--- src/rtl/udma_smi_seq_if.sv ---
// Bundle between the SMI command sequencer and its neighbours: the uDMA
// register/config side (command/response queues) and the SMI controller
// (start/busy/nd). The sequencer takes the slave view; the environment
// (config side plus controller) takes the master view.
//
// Handshakes: a command moves on a rising clk_i edge where cmd_valid_i and
// cmd_ready_o are both 1; a response moves on a rising edge where
// rsp_valid_o and rsp_ready_i are both 1. Valid never waits for ready, and
// data is stable while valid is held without a transfer.
interface udma_smi_seq_if;
  logic        clr_i;
  logic        cmd_valid_i;
  logic        cmd_ready_o;
  logic [26:0] cmd_data_i;
  logic        rsp_valid_o;
  logic        rsp_ready_i;
  logic [15:0] rsp_data_o;
  logic        busy_o;
  logic        err_o;
  logic        ctrl_start_o;
  logic        ctrl_rw_o;
  logic [4:0]  ctrl_phy_addr_o;
  logic [4:0]  ctrl_reg_addr_o;
  logic [15:0] ctrl_wr_data_o;
  logic        ctrl_busy_i;
  logic        ctrl_nd_i;
  logic [15:0] ctrl_rd_data_i;
  // FSM state for debug and checkers: 0=IDLE, 1=ACCEPT, 2=DONE.
  logic [1:0]  state_dbg;

  modport slave (
    input  clr_i, cmd_valid_i, cmd_data_i, rsp_ready_i,
           ctrl_busy_i, ctrl_nd_i, ctrl_rd_data_i,
    output cmd_ready_o, rsp_valid_o, rsp_data_o, busy_o, err_o,
           ctrl_start_o, ctrl_rw_o, ctrl_phy_addr_o, ctrl_reg_addr_o,
           ctrl_wr_data_o, state_dbg
  );

  modport master (
    output clr_i, cmd_valid_i, cmd_data_i, rsp_ready_i,
           ctrl_busy_i, ctrl_nd_i, ctrl_rd_data_i,
    input  cmd_ready_o, rsp_valid_o, rsp_data_o, busy_o, err_o,
           ctrl_start_o, ctrl_rw_o, ctrl_phy_addr_o, ctrl_reg_addr_o,
           ctrl_wr_data_o, state_dbg
  );
endinterface

--- src/rtl/udma_smi_seq.sv ---
// SMI (MDIO) command sequencer. Queues management commands, issues them one
// at a time to the SMI controller, holds the operands stable for the whole
// frame, returns read data through a response FIFO and aborts any phase
// that exceeds TIMEOUT_CYCLES.
module udma_smi_seq #(
  parameter int CMD_DEPTH      = 4,
  parameter int RSP_DEPTH      = 4,
  parameter int TIMEOUT_CYCLES = 65536
) (
  input logic           clk_i,
  input logic           rstn_i,
  udma_smi_seq_if.slave bus
);

  localparam int CAW = $clog2(CMD_DEPTH);
  localparam int RAW = $clog2(RSP_DEPTH);
  localparam int TW  = (TIMEOUT_CYCLES > 2) ? $clog2(TIMEOUT_CYCLES) : 1;
  localparam logic [CAW:0]  CMD_FULL = (CAW+1)'(CMD_DEPTH);
  localparam logic [RAW:0]  RSP_FULL = (RAW+1)'(RSP_DEPTH);
  localparam logic [TW-1:0] T_LAST   = TW'(TIMEOUT_CYCLES - 1);

  typedef enum logic [1:0] {
    S_IDLE   = 2'd0,
    S_ACCEPT = 2'd1,
    S_DONE   = 2'd2
  } state_t;

  state_t state, state_nxt;

  // Command FIFO
  logic [26:0]    cmd_mem [CMD_DEPTH];
  logic [CAW-1:0] cmd_wptr, cmd_rptr;
  logic [CAW:0]   cmd_cnt;
  logic           cmd_full, cmd_empty, cmd_push, cmd_pop;
  logic [26:0]    cmd_head;

  // Response FIFO
  logic [15:0]    rsp_mem [RSP_DEPTH];
  logic [RAW-1:0] rsp_wptr, rsp_rptr;
  logic [RAW:0]   rsp_cnt;
  logic           rsp_full, rsp_empty, rsp_push, rsp_pop;

  // Transaction control
  logic          issue, done_ok, timeout_hit, set_err, rsp_req;
  logic          start_q, err_q;
  logic          rw_q;
  logic [4:0]    phy_q, reg_q;
  logic [15:0]   wdata_q;
  logic [TW-1:0] timer;

  assign cmd_full  = (cmd_cnt == CMD_FULL);
  assign cmd_empty = (cmd_cnt == '0);
  assign cmd_head  = cmd_mem[cmd_rptr];
  // A flush in the same cycle drops the incoming command.
  assign cmd_push  = bus.cmd_valid_i & ~cmd_full & ~bus.clr_i;
  assign cmd_pop   = issue;

  assign rsp_full  = (rsp_cnt == RSP_FULL);
  assign rsp_empty = (rsp_cnt == '0);
  assign rsp_push  = rsp_req & ~rsp_full & ~bus.clr_i;
  assign rsp_pop   = bus.rsp_ready_i & ~rsp_empty & ~bus.clr_i;

  // A read completes only on nd; a write completes on the first idle busy.
  assign done_ok     = (state == S_DONE) & (rw_q ? ~bus.ctrl_busy_i : bus.ctrl_nd_i);
  assign timeout_hit = (state != S_IDLE) & (timer == T_LAST);

  // Command FIFO pointers and occupancy
  always_ff @(posedge clk_i or negedge rstn_i) begin
    if (!rstn_i) begin
      cmd_wptr <= '0;
      cmd_rptr <= '0;
      cmd_cnt  <= '0;
    end else if (bus.clr_i) begin
      cmd_wptr <= '0;
      cmd_rptr <= '0;
      cmd_cnt  <= '0;
    end else begin
      if (cmd_push) cmd_wptr <= cmd_wptr + CAW'(1);
      if (cmd_pop)  cmd_rptr <= cmd_rptr + CAW'(1);
      case ({cmd_push, cmd_pop})
        2'b10:   cmd_cnt <= cmd_cnt + (CAW+1)'(1);
        2'b01:   cmd_cnt <= cmd_cnt - (CAW+1)'(1);
        default: cmd_cnt <= cmd_cnt;
      endcase
    end
  end

  // Command FIFO storage
  always_ff @(posedge clk_i) begin
    if (cmd_push) cmd_mem[cmd_wptr] <= bus.cmd_data_i;
  end

  // Response FIFO pointers and occupancy
  always_ff @(posedge clk_i or negedge rstn_i) begin
    if (!rstn_i) begin
      rsp_wptr <= '0;
      rsp_rptr <= '0;
      rsp_cnt  <= '0;
    end else if (bus.clr_i) begin
      rsp_wptr <= '0;
      rsp_rptr <= '0;
      rsp_cnt  <= '0;
    end else begin
      if (rsp_push) rsp_wptr <= rsp_wptr + RAW'(1);
      if (rsp_pop)  rsp_rptr <= rsp_rptr + RAW'(1);
      case ({rsp_push, rsp_pop})
        2'b10:   rsp_cnt <= rsp_cnt + (RAW+1)'(1);
        2'b01:   rsp_cnt <= rsp_cnt - (RAW+1)'(1);
        default: rsp_cnt <= rsp_cnt;
      endcase
    end
  end

  // Response FIFO storage
  always_ff @(posedge clk_i) begin
    if (rsp_push) rsp_mem[rsp_wptr] <= bus.ctrl_rd_data_i;
  end

  // FSM state register
  always_ff @(posedge clk_i or negedge rstn_i) begin
    if (!rstn_i) state <= S_IDLE;
    else         state <= state_nxt;
  end

  // FSM next-state logic
  always_comb begin
    state_nxt = state;
    case (state)
      S_IDLE: begin
        if (issue) state_nxt = S_ACCEPT;
      end
      S_ACCEPT: begin
        // Busy seen during the start-pulse cycle is stale; the controller
        // may not raise busy until its next slow-clock enable.
        if (timeout_hit)                           state_nxt = S_IDLE;
        else if (bus.ctrl_busy_i && !start_q)      state_nxt = S_DONE;
      end
      S_DONE: begin
        if (done_ok || timeout_hit) state_nxt = S_IDLE;
      end
      default: state_nxt = S_IDLE;
    endcase
  end

  // FSM outputs: issue decision, response push, error set
  always_comb begin
    issue   = 1'b0;
    rsp_req = 1'b0;
    set_err = 1'b0;
    case (state)
      S_IDLE: begin
        // Never start a read without a slot to return its data into.
        issue = ~cmd_empty & (cmd_head[26] | ~rsp_full) & ~bus.clr_i;
      end
      S_ACCEPT: begin
        set_err = timeout_hit;
      end
      S_DONE: begin
        rsp_req = done_ok & ~rw_q;
        set_err = timeout_hit & ~done_ok;
      end
      default: ;
    endcase
  end

  // Phase watchdog: restarts on every state change, runs outside IDLE
  always_ff @(posedge clk_i or negedge rstn_i) begin
    if (!rstn_i)                 timer <= '0;
    else if (state_nxt != state) timer <= '0;
    else if (state != S_IDLE)    timer <= timer + TW'(1);
  end

  // Operand hold: loaded only when a command is issued
  always_ff @(posedge clk_i or negedge rstn_i) begin
    if (!rstn_i) begin
      rw_q    <= 1'b0;
      phy_q   <= '0;
      reg_q   <= '0;
      wdata_q <= '0;
    end else if (issue) begin
      rw_q    <= cmd_head[26];
      phy_q   <= cmd_head[25:21];
      reg_q   <= cmd_head[20:16];
      wdata_q <= cmd_head[15:0];
    end
  end

  // One-cycle start pulse, aligned with the freshly loaded operands
  always_ff @(posedge clk_i or negedge rstn_i) begin
    if (!rstn_i) start_q <= 1'b0;
    else         start_q <= issue;
  end

  // Sticky timeout flag; a new timeout beats a simultaneous clear
  always_ff @(posedge clk_i or negedge rstn_i) begin
    if (!rstn_i)          err_q <= 1'b0;
    else if (set_err)     err_q <= 1'b1;
    else if (bus.clr_i)   err_q <= 1'b0;
  end

  assign bus.cmd_ready_o     = ~cmd_full;
  assign bus.rsp_valid_o     = ~rsp_empty;
  assign bus.rsp_data_o      = rsp_mem[rsp_rptr];
  assign bus.busy_o          = (state != S_IDLE) | ~cmd_empty;
  assign bus.err_o           = err_q;
  assign bus.ctrl_start_o    = start_q;
  assign bus.ctrl_rw_o       = rw_q;
  assign bus.ctrl_phy_addr_o = phy_q;
  assign bus.ctrl_reg_addr_o = reg_q;
  assign bus.ctrl_wr_data_o  = wdata_q;
  assign bus.state_dbg       = state;

endmodule

--- src/flat_wrapper.sv ---
// flat-port wrapper written by rule: the top's interface ports become plain ports
module udma_smi_seq_flat 
#(
  parameter int CMD_DEPTH      = 4,
  parameter int RSP_DEPTH      = 4,
  parameter int TIMEOUT_CYCLES = 65536
)
  (clk_i, rstn_i, bus_clr_i, bus_cmd_valid_i, bus_cmd_data_i, bus_rsp_ready_i, bus_ctrl_busy_i, bus_ctrl_nd_i, bus_ctrl_rd_data_i, bus_cmd_ready_o, bus_rsp_valid_o, bus_rsp_data_o, bus_busy_o, bus_err_o, bus_ctrl_start_o, bus_ctrl_rw_o, bus_ctrl_phy_addr_o, bus_ctrl_reg_addr_o, bus_ctrl_wr_data_o, bus_state_dbg);
  udma_smi_seq_if bus_i ();
  input logic clk_i;
  input logic rstn_i;
  input wire logic [$bits(bus_i.clr_i)-1:0] bus_clr_i;
  input wire logic [$bits(bus_i.cmd_valid_i)-1:0] bus_cmd_valid_i;
  input wire logic [$bits(bus_i.cmd_data_i)-1:0] bus_cmd_data_i;
  input wire logic [$bits(bus_i.rsp_ready_i)-1:0] bus_rsp_ready_i;
  input wire logic [$bits(bus_i.ctrl_busy_i)-1:0] bus_ctrl_busy_i;
  input wire logic [$bits(bus_i.ctrl_nd_i)-1:0] bus_ctrl_nd_i;
  input wire logic [$bits(bus_i.ctrl_rd_data_i)-1:0] bus_ctrl_rd_data_i;
  output wire logic [$bits(bus_i.cmd_ready_o)-1:0] bus_cmd_ready_o;
  output wire logic [$bits(bus_i.rsp_valid_o)-1:0] bus_rsp_valid_o;
  output wire logic [$bits(bus_i.rsp_data_o)-1:0] bus_rsp_data_o;
  output wire logic [$bits(bus_i.busy_o)-1:0] bus_busy_o;
  output wire logic [$bits(bus_i.err_o)-1:0] bus_err_o;
  output wire logic [$bits(bus_i.ctrl_start_o)-1:0] bus_ctrl_start_o;
  output wire logic [$bits(bus_i.ctrl_rw_o)-1:0] bus_ctrl_rw_o;
  output wire logic [$bits(bus_i.ctrl_phy_addr_o)-1:0] bus_ctrl_phy_addr_o;
  output wire logic [$bits(bus_i.ctrl_reg_addr_o)-1:0] bus_ctrl_reg_addr_o;
  output wire logic [$bits(bus_i.ctrl_wr_data_o)-1:0] bus_ctrl_wr_data_o;
  output wire logic [$bits(bus_i.state_dbg)-1:0] bus_state_dbg;
  assign bus_i.clr_i = bus_clr_i;
  assign bus_i.cmd_valid_i = bus_cmd_valid_i;
  assign bus_i.cmd_data_i = bus_cmd_data_i;
  assign bus_i.rsp_ready_i = bus_rsp_ready_i;
  assign bus_i.ctrl_busy_i = bus_ctrl_busy_i;
  assign bus_i.ctrl_nd_i = bus_ctrl_nd_i;
  assign bus_i.ctrl_rd_data_i = bus_ctrl_rd_data_i;
  assign bus_cmd_ready_o = bus_i.cmd_ready_o;
  assign bus_rsp_valid_o = bus_i.rsp_valid_o;
  assign bus_rsp_data_o = bus_i.rsp_data_o;
  assign bus_busy_o = bus_i.busy_o;
  assign bus_err_o = bus_i.err_o;
  assign bus_ctrl_start_o = bus_i.ctrl_start_o;
  assign bus_ctrl_rw_o = bus_i.ctrl_rw_o;
  assign bus_ctrl_phy_addr_o = bus_i.ctrl_phy_addr_o;
  assign bus_ctrl_reg_addr_o = bus_i.ctrl_reg_addr_o;
  assign bus_ctrl_wr_data_o = bus_i.ctrl_wr_data_o;
  assign bus_state_dbg = bus_i.state_dbg;
  udma_smi_seq #(.CMD_DEPTH(CMD_DEPTH), .RSP_DEPTH(RSP_DEPTH), .TIMEOUT_CYCLES(TIMEOUT_CYCLES)) u_core (.clk_i(clk_i), .rstn_i(rstn_i), .bus(bus_i));
endmodule
--- config.mk ---
export PLATFORM = sky130hd
export DESIGN_NAME = udma_smi_seq_flat
export DESIGN_NICKNAME = d
export VERILOG_FILES = /design/src/rtl/udma_smi_seq_if.sv /design/src/rtl/udma_smi_seq.sv /design/src/flat_wrapper.sv
export SDC_FILE = /design/constraint.sdc
export NUM_CORES = 1
export LEC_CHECK = 0
export BUFFER_PORTS_ARGS = -buffer_cell sky130_fd_sc_hd__buf_2
export CORE_UTILIZATION = 35
export CTS_BUF_LIST = sky130_fd_sc_hd__clkbuf_4 sky130_fd_sc_hd__clkbuf_8
export DETAILED_ROUTE_END_ITERATION = 10
export PLACE_DENSITY_LB_ADDON = 0.3
export SYNTH_ARGS = -nofsm -noshare
export SYNTH_HDL_FRONTEND = slang
export SYNTH_SLANG_ARGS = --single-unit
--- constraint.sdc ---
create_clock -name clk_i -period 6.6 [get_ports clk_i]
set_input_delay 1.32 -clock clk_i [delete_from_list [all_inputs] [get_ports clk_i]]
set_output_delay 1.32 -clock clk_i [all_outputs]
set_load 0.02 [all_outputs]
-- Word level (Yosys, flattened, before mapping)
Memories as Yosys holds them, arrays and structs flattened.
Index checks and enable logic that the tools add are counted.
- add/sub/neg operators: 9
- eq/ne operators: 10
- mux-type cells: 29
- bitwise operators: 22
- reductions and logical operators: 15
- operator list (operator ; number):
    $mux 16 ; 2
    $mux 2 ; 12
    $add 16x1->16 const B ; 1
    $eq 16x16->1 const B ; 1
    $reduce_bool 2->1 ; 7
    $and 1x1->1 ; 12
    $pmux 3 s2 ; 2
    $mux 1 ; 9
    $add 2x1->2 const B ; 4
    $not 1->1 ; 8
    $add 3x1->3 const B ; 2
    $eq 2x1->1 const B ; 3
    $eq 2x2->1 const B ; 3
    $eq 3x3->1 const B ; 2
    $logic_not 3->1 ; 2
    $mux 3 ; 2
    $pmux 2 s3 ; 1
    $reduce_bool 3->1 ; 2
    $sub 3x1->3 const B ; 2
    $logic_not 2->1 ; 1
    $ne 2x2->1 ; 1
    $or 1x1->1 ; 2
    $pmux 1 s2 ; 1
    $logic_and 1x1->1 ; 1
    other kinds (2) ; 2
- bits in registers: 61
- memory bits (writable): 172
- input bits: 50
- output and inout bits: 50
- logic and storage cells: 101
- memories: 2
- memory list (name ; words ; bits a word ; read ports ; clocked after Yosys merged registers in ; wr ports ; RTL line ; source):
    u_core.cmd_mem ; 4 ; 27 ; 1 ; 0 ; 1 ; udma_smi_seq.sv:31 ; logic [26:0] cmd_mem [CMD_DEPTH];
    u_core.rsp_mem ; 4 ; 16 ; 1 ; 0 ; 1 ; udma_smi_seq.sv:38 ; logic [15:0] rsp_mem [RSP_DEPTH];

-- Depth between registers and ports, before layout
Gate-level depths: netlist (run 1).
- depth in word-level cells: 10
- depth in mapped cells: 11
- gate-level depth less buffers: 11

-- Worst setup path after synthesis (run 1)
OpenSTA, ideal clock, no wires.
- path type: input to register
- start: in bus_clr_i
- end: reg u_core.cmd_cnt[2]
- setup time: 0.125 ns
- arrival time: 2.787 ns
- required time: 6.475 ns
- slack: 3.688 ns
- cell stages on the path: 7
- buffers on the path: 1
- path through: nor2b_1 -> o211ai_4 -> buf_2 -> nor2_1 -> fa_1 -> o31ai_1 -> mux2_2
- word-level cells in the longest chain between the ends: 6
- elaborated cells between the ends (all ways): 9
- those cells by class: 2 x eq/ne; 3 x mux; 3 x bitwise; 1 x reduce/logical
- RTL lines (item ; RTL line ; source):
    from (decl) ; flat_wrapper.sv:12 ; input wire logic [$bits(bus_i.clr_i)-1:0] bus_clr_i;
    $not 1->1 ; udma_smi_seq.sv:55, udma_smi_seq.sv:153 ;
    $and 1x1->1 ; udma_smi_seq.sv:153 ; issue = ~cmd_empty & (cmd_head[26] | ~rsp_full) & ~bus.clr_i;
    $mux 1 ; udma_smi_seq.sv:150 ; case (state)
    $eq 2x1->1 / $eq 2x2->1 (equally long branches) ; udma_smi_seq.sv:80 ; case ({cmd_push, cmd_pop})
    $pmux 3 s2 ; udma_smi_seq.sv:80 ;
    $mux 3 ; udma_smi_seq.sv:73 ; end else if (bus.clr_i) begin
    to (signal assigned) ; udma_smi_seq.sv:81 ; 2'b10: cmd_cnt <= cmd_cnt + (CAW+1)'(1);
    to (signal assigned) ; udma_smi_seq.sv:82 ; 2'b01: cmd_cnt <= cmd_cnt - (CAW+1)'(1);
    to (signal assigned) ; udma_smi_seq.sv:83 ; default: cmd_cnt <= cmd_cnt;
    to (decl) ; udma_smi_seq.sv:33 ; logic [CAW:0] cmd_cnt;
Several ways; a longest one is shown, not always the timed one.
A chain may end at the register's enable or synchronous reset.

-- Worst setup path after layout (run 1)
- start: reg u_core.rsp_rptr[0]
- end: out bus_rsp_data_o[8]
- word-level cells in the longest chain between the ends: 1
- RTL lines (item ; RTL line ; source):
    from (decl) ; udma_smi_seq.sv:39 ; logic [RAW-1:0] rsp_wptr, rsp_rptr;
    from (signal assigned) ; udma_smi_seq.sv:105 ; if (rsp_pop) rsp_rptr <= rsp_rptr + RAW'(1);
    $mem_v2 4x16 ; n/a ;
    to (decl) ; flat_wrapper.sv:21 ; output wire logic [$bits(bus_i.rsp_data_o)-1:0] bus_rsp_data_o;
Every way passes these cells.

==> results of run 1 <==
final cells by class:
type                       count  area, um2
multi-input combinational    230       2470
fill                        2320      15100
clock buffer                  59        731
antenna                        2       5.00
inverter                      12       45.0
timing repair buffer         105        543
clock inverter                12       67.6
sequential                   233       6690
tap                          335        419
final timing paths:
check / end / slack [ns] / cells past startpoint
worst max-delay path: bus_rsp_data_o[8] / 2.86 / 2
worst min-delay path: u_core.bus.ctrl_wr_data_o[5] / 0.50 / 1
worst max register to register: u_core.cmd_cnt[2] / 3.20 / 6
worst min register to register: u_core.bus.ctrl_wr_data_o[5] / 0.50 / 1
max in group asynchronous: u_core.cmd_rptr[0] / 5.05 / 1
min in group asynchronous: u_core.timer[8] / 0.90 / 1
routing by layer:
metal	vias up	share of wire (%)
li1	2184	-
met1	2423	43
met2	127	48
met3	38	7.0
met4	2	1.9
met5	-	0.067
critical path: stages, from the launching register on:
cell and delay (ns):
dfrtp_1 1.10, mux4_2 0.62, buf_2 0.18
sequential cells by signal, indices dropped and copies added (netlist names), 3 cells and up:
name                        cells
u_core.rsp_cnt                  3
u_core.cmd_mem                108
u_core.rsp_mem                 64
u_core.cmd_cnt                  3
u_core.bus.ctrl_wr_data_o      16
u_core.bus.ctrl_reg_addr_o      5
u_core.bus.ctrl_phy_addr_o      5
u_core.timer                   16
cell families (layout without fill, tap and decap cells):
family / Yosys count / count (layout) / share of synthesized area (%)
AOI/OAI and AO/OA: 18 / 18 / 1.84
xor gates and xnor gates: 25 / 25 / 2.43
adders and majority gates: 15 / 15 / 2.18
buffers and inverters: 30 / 188 / 1.62
DFF: 233 / 233 / 71.8
muxes: 75 / 75 / 14.2
other: 0 / 2 / 0
and+or+nand+nor: 97 / 97 / 5.92
stage by stage:
stage	total power, uW	hold WS (ns)	instance area (um2)
floorplan	2700	0.525	9320
global placement	2980	0.490	10200
detailed placement	3020	0.488	10200
CTS	4320	0.507	11000
global route	4480	0.517	11000
finish	4240	0.503	11000
placed cells by master, fill, tap and decap left out, types with 3 or more instances in the layout:
cell      netlist  routed
edfxtp_1      172     172
buf_2           7      98
dfrtp_1        61      60
clkbuf_8        0      46
mux4_2         43      43
mux2_2         27      27
nor2_1         21      21
nor3_1         18      18
nand2_1        14      14
xnor2_1        13      13
ha_1           13      13
clkbuf_4        0      13
inv_1          12      12
xor2_1         11      11
and2_1          8       8
clkinv_1        0       7
buf_4           0       7
nand3_1         6       6
mux2i_1         5       5
nor2b_1         4       4
nand2b_1        4       4
a21oi_1         4       4
nor4_1          4       4
or3_1           3       3
nand4_1         3       3
power groups by stage:
stage	clock network (uW)	logic, uW	registers, uW
2_1_floorplan	0	726	1970
3_5_place_dp	0	1050	1970
4_1_cts	1320	1050	1940
5_1_grt	1380	1130	1970
3_3_place_gp	0	1030	1960
6_report	1270	1030	1930
==> metrics.txt, run 1 <==
Synth Net Count 558; Worst Path Arrival 2.42 ns; worst-margin pin slew 1.14 ns; clk sinks 233; Row Count 59; Int Pwr 2950 uW; Die X-Extent 165 um; Synth cell types 50; H-tree depth 2; placed insts 915; Sequential Power Share 45.5%; die height 165 um; final hold vios 0; Gate power share 24.4%; fin. max-slew vios 0; vias in the first global route 5409; synthesis warning total 0; via count 4774; RSZ-0062 raised after global routing no; Placeable Area 0.0261 mm2; post-route insts no fill 988; DR WL/cell 18.2 um; met2 Track Usage GR 23.0%; PortBufs 99; die area 0.0273 mm2; largest net degree at the start of global routing 62; hold_sp u_core.bus.ctrl_wr_data_o[5]; first-pass GRT wire length 28500 um; status finished clean; initial core utilization 35.8%; postcts setup bufs 0; hold_buf cts 0; DRT Pass-1 Iters 4; ys async rst share 26.2%; synth top area cells edfxtp_1 55%, dfrtp_1 16%, mux4_2 10%; Post-Synthesis Cells 493; initial antenna violation count 4; layer with the highest usage met2; clock skew 0.0288 ns; final setup fails 0; crit start category register; setup TNS 0 ns; Routed WL 18000 um; violation count after the first detailed-route iteration 239; Worst slew margin 24.3%; ys flop type edfxtp_1; Yosys top cell area share 55.4%; endpoint type of the worst setup path primary output; Worst Hold Class reg -> reg; synth-to-layout area growth 17.8%; worst r2r src u_core.cmd_rptr[0]; via/cell ratio 4.83; commonest cells in the netlist 172 x edfxtp_1, 61 x dfrtp_1, 43 x mux4_2; NetSw 1290 uW; clk buf depth 3; synthesized flop and latch total 233; Critical Path Start u_core.rsp_rptr[0]; clock-pin slew on the worst setup and hold paths 0.06 ns; Top Ports 100; CTS root buf clkbuf_8; max cap viols 0; Final HPWL DP 10800 um; nets 687; CTS tree yes; DR DRC count 0; Req. time, crit path 5.28 ns; post-place setup slack 3.06 ns; synthesized area 0.00932 mm2; Worst VDD drop 0.222 mV; Mean Syn Cell Area 18.9 um2; DRT antenna net count 0; final core occ 42.1%; GRT overflow 0; Post-synth EDFFs 172; Leak Pwr 0.00401 uW; post_cts resized 0; most common cell in the netlist edfxtp_1; Final min period 3.74 ns; GPL Wtd Cong 0.716; fmax 267 MHz; Worst Setup Path Type reg -> out; crit share post-route 56.7%; Pwr per Cell Area 386 mW/mm2; grt met3 use 4.67%; GRT Total Usage 13.8%; final worst setup slack 2.86 ns; cts bufs inserted 40; met1 usage in global routing 16.7%; switch share 30.4%; clock latency at the later pin of the worst-skew pair 0.54 ns; cell accounting for the most synthesized area edfxtp_1; clock share of power 30.1%; post-synthesis sequential area ratio 71.8%; crit path max fanout 18; fraction of layout cells with a size suffix above 1 39.0%
Note: power is estimated with default switching activity, not from simulation.
==> run 2: changes to the inputs <==
==> constraint.sdc (replaced) <==
create_clock -name clk_i -period 3.24 [get_ports clk_i]
set_input_delay 0.648 -clock clk_i [delete_from_list [all_inputs] [get_ports clk_i]]
set_output_delay 0.648 -clock clk_i [all_outputs]
set_load 0.02 [all_outputs]
==> metrics.txt, run 2 (synthesis gave the netlist of run 1 again) <==
initial antenna violation count 4 (unchanged); Worst VDD drop 0.445 mV (+100%); Placeable Area 0.0261 mm2 (unchanged); status finished clean; final setup fails 0 (unchanged); worst-margin pin slew 0.867 ns (-0.268 ns); Final min period 2.81 ns; Final HPWL DP 11100 um (+2.5%); DR DRC count 0 (unchanged); DRT Pass-1 Iters 4 (unchanged); PortBufs 99 (unchanged); via/cell ratio 4.90 (+1.4%); largest net degree at the start of global routing 62 (unchanged); Die X-Extent 165 um (unchanged); via count 4901 (+2.7%); CP Cell Sequence inv_1, ha_1, nor2b_1, o211ai_4, buf_4, and2b_2, a211oi_4, nor3_1; most frequent cells in the layout 172 x edfxtp_1, 98 x buf_2, 60 x dfrtp_1, 47 x clkbuf_8, 43 x mux4_2; Int Pwr 6300 uW (+110%); crit start category register; switch share 29.9% (-0.52 points); DR WL/cell 18.4 um (+1.1%); CTS root buf clkbuf_8; Sequential Power Share 42.2% (-3.3 points); endpoint type of the worst setup path register; Crit path buffers/inverters 2 (+1); fmax 355 MHz; GRT Total Usage 14.1% (+0.29 points); postcts setup bufs 0 (unchanged); NetSw 2680 uW (+110%); total power 8980 uW (+110%); crit share post-route 86.9%; DRT antenna net count 0 (unchanged); Top Ports 100 (unchanged); max cap viols 0 (unchanged); layer with the highest usage met2; Worst Setup Path Type reg -> reg; Routed WL 18400 um (+2.4%); violation count after the first detailed-route iteration 207 (-13%); final worst setup slack 0.425 ns (-2.43 ns); GRT overflow 0 (unchanged); CP delay by family, top simple AND/OR/NAND/NOR gates; cts bufs inserted 41 (+2.5%); setup TNS 0 ns (unchanged); post-place setup slack 0.418 ns (-2.64 ns); clock share of power 32.4% (+2.3 points); GPL Wtd Cong 0.787 (+9.9%); fin. max-slew vios 0 (unchanged); slowest CP cell a211oi_4; clock-pin slew on the worst setup and hold paths 0.06 ns (about the same); fraction of layout cells with a size suffix above 1 39.8% (+0.74 points); Layout fillers 2293 (-1.2%); clock latency at the later pin of the worst-skew pair 0.54 ns (about the same); Worst Path Arrival 3.17 ns (+0.75 ns); CTS tree yes; post_cts resized 0 (unchanged); Top reg by flops u_core.cmd_mem; final hold vios 0 (unchanged); nets 696 (+1.3%); grt met3 use 4.42% (-0.25 points); RSZ-0062 raised after global routing no; Worst slew margin 42.2% (+18 points); Row Count 59 (unchanged); max reg flops 108 (unchanged); Gate power share 25.5% (+1.1 points); met1 usage in global routing 16.6% (-0.11 points); Req. time, crit path 3.60 ns (-1.68 ns); die height 165 um (unchanged); clock skew 0.0314 ns (+0.00261 ns); Leak Pwr 0.00411 uW (+2.4%); hold_ws 0.240 ns (-0.263 ns); synth-to-layout area growth 19.6%; first-pass GRT wire length 29100 um (+2.4%); commonest non-fill, non-tap cell in the layout edfxtp_1; die area 0.0273 mm2 (unchanged); vias in the first global route 5442 (+0.61%); Pwr per Cell Area 806 mW/mm2 (+110%); initial core utilization 35.8% (unchanged); hold_buf cts 0 (unchanged); slowest stage delay, CP 0.61 ns (-0.49 ns); Worst Hold Class in -> async; met2 Track Usage GR 24.2% (+1.2 points); clk sinks 233 (unchanged); Top Registers u_core.cmd_mem x108, u_core.rsp_mem x64; crit path max fanout 16 (-2); clk buf depth 3 (unchanged); H-tree depth 2 (unchanged)
## run 2: changes by cell type in the layout (fill, tap and decap cells not counted)
cell        change
buf_4           +8
bufinv_16       +4
clkbuf_4        -8
clkbuf_8        +1
clkinv_1        +3
clkinv_2        +6
clkinvlp_4      -1
diode_2         -1
## run 2: final timing paths
check / from / endpoint / slack (ns) / cells after the start
max reg2reg: u_core.bus.state_dbg[1] / u_core.timer[14] / 0.43 / 8
min in group clk_i: bus_cmd_data_i[23] / u_core.cmd_mem[2][23] / 0.32 / 1
min reg2reg: u_core.bus.ctrl_wr_data_o[13] / u_core.bus.ctrl_wr_data_o[13] / 0.50 / 1
min: rstn_i / u_core.timer[9] / 0.24 / 1
max in group asynchronous: rstn_i / u_core.cmd_rptr[0] / 2.41 / 1
max: u_core.bus.state_dbg[1] / u_core.timer[14] / 0.43 / 8
## run 2: routing by layer
layer	share of wire [%]	wire length [um]	up-vias
met5	0.12	23	-
met4	2.2	402	4
met3	6.1	1130	44
met2	50	9240	130
met1	41	7640	2517
li1	-	-	2206
## run 2: through the flow
step           std cells  util [%]  instance area (um2)
4_1_cts              999      42.8                11100
3_3_place_gp         923      39.3                10200
5_1_grt              999      42.8                11100
6_report            1000      42.8                11100
3_5_place_dp         923      39.3                10200
2_1_floorplan        493         -                 9320
## run 2: layout make-up
type | count | area (um2) | area share, %
flip-flops and latches | 233 | 6690 | 60.1
multi-input cells | 230 | 2470 | 22.2
clock buffers | 52 | 684 | 6.14
repair buffers | 113 | 603 | 5.41
well taps | 335 | 419 | 3.76
clock inverters | 24 | 221 | 1.99
inverters | 12 | 45.0 | 0.404
diodes | 1 | 2.50 | 0.0225
## run 2: power by group through the flow
stage	Clock [uW]	Combinational, uW	Sequential [uW]
4_1_cts	3010	2350	3800
6_report	2910	2290	3790
3_5_place_dp	0	2340	3850
5_1_grt	3140	2510	3830
3_3_place_gp	0	2270	3830
2_1_floorplan	0	1480	4020
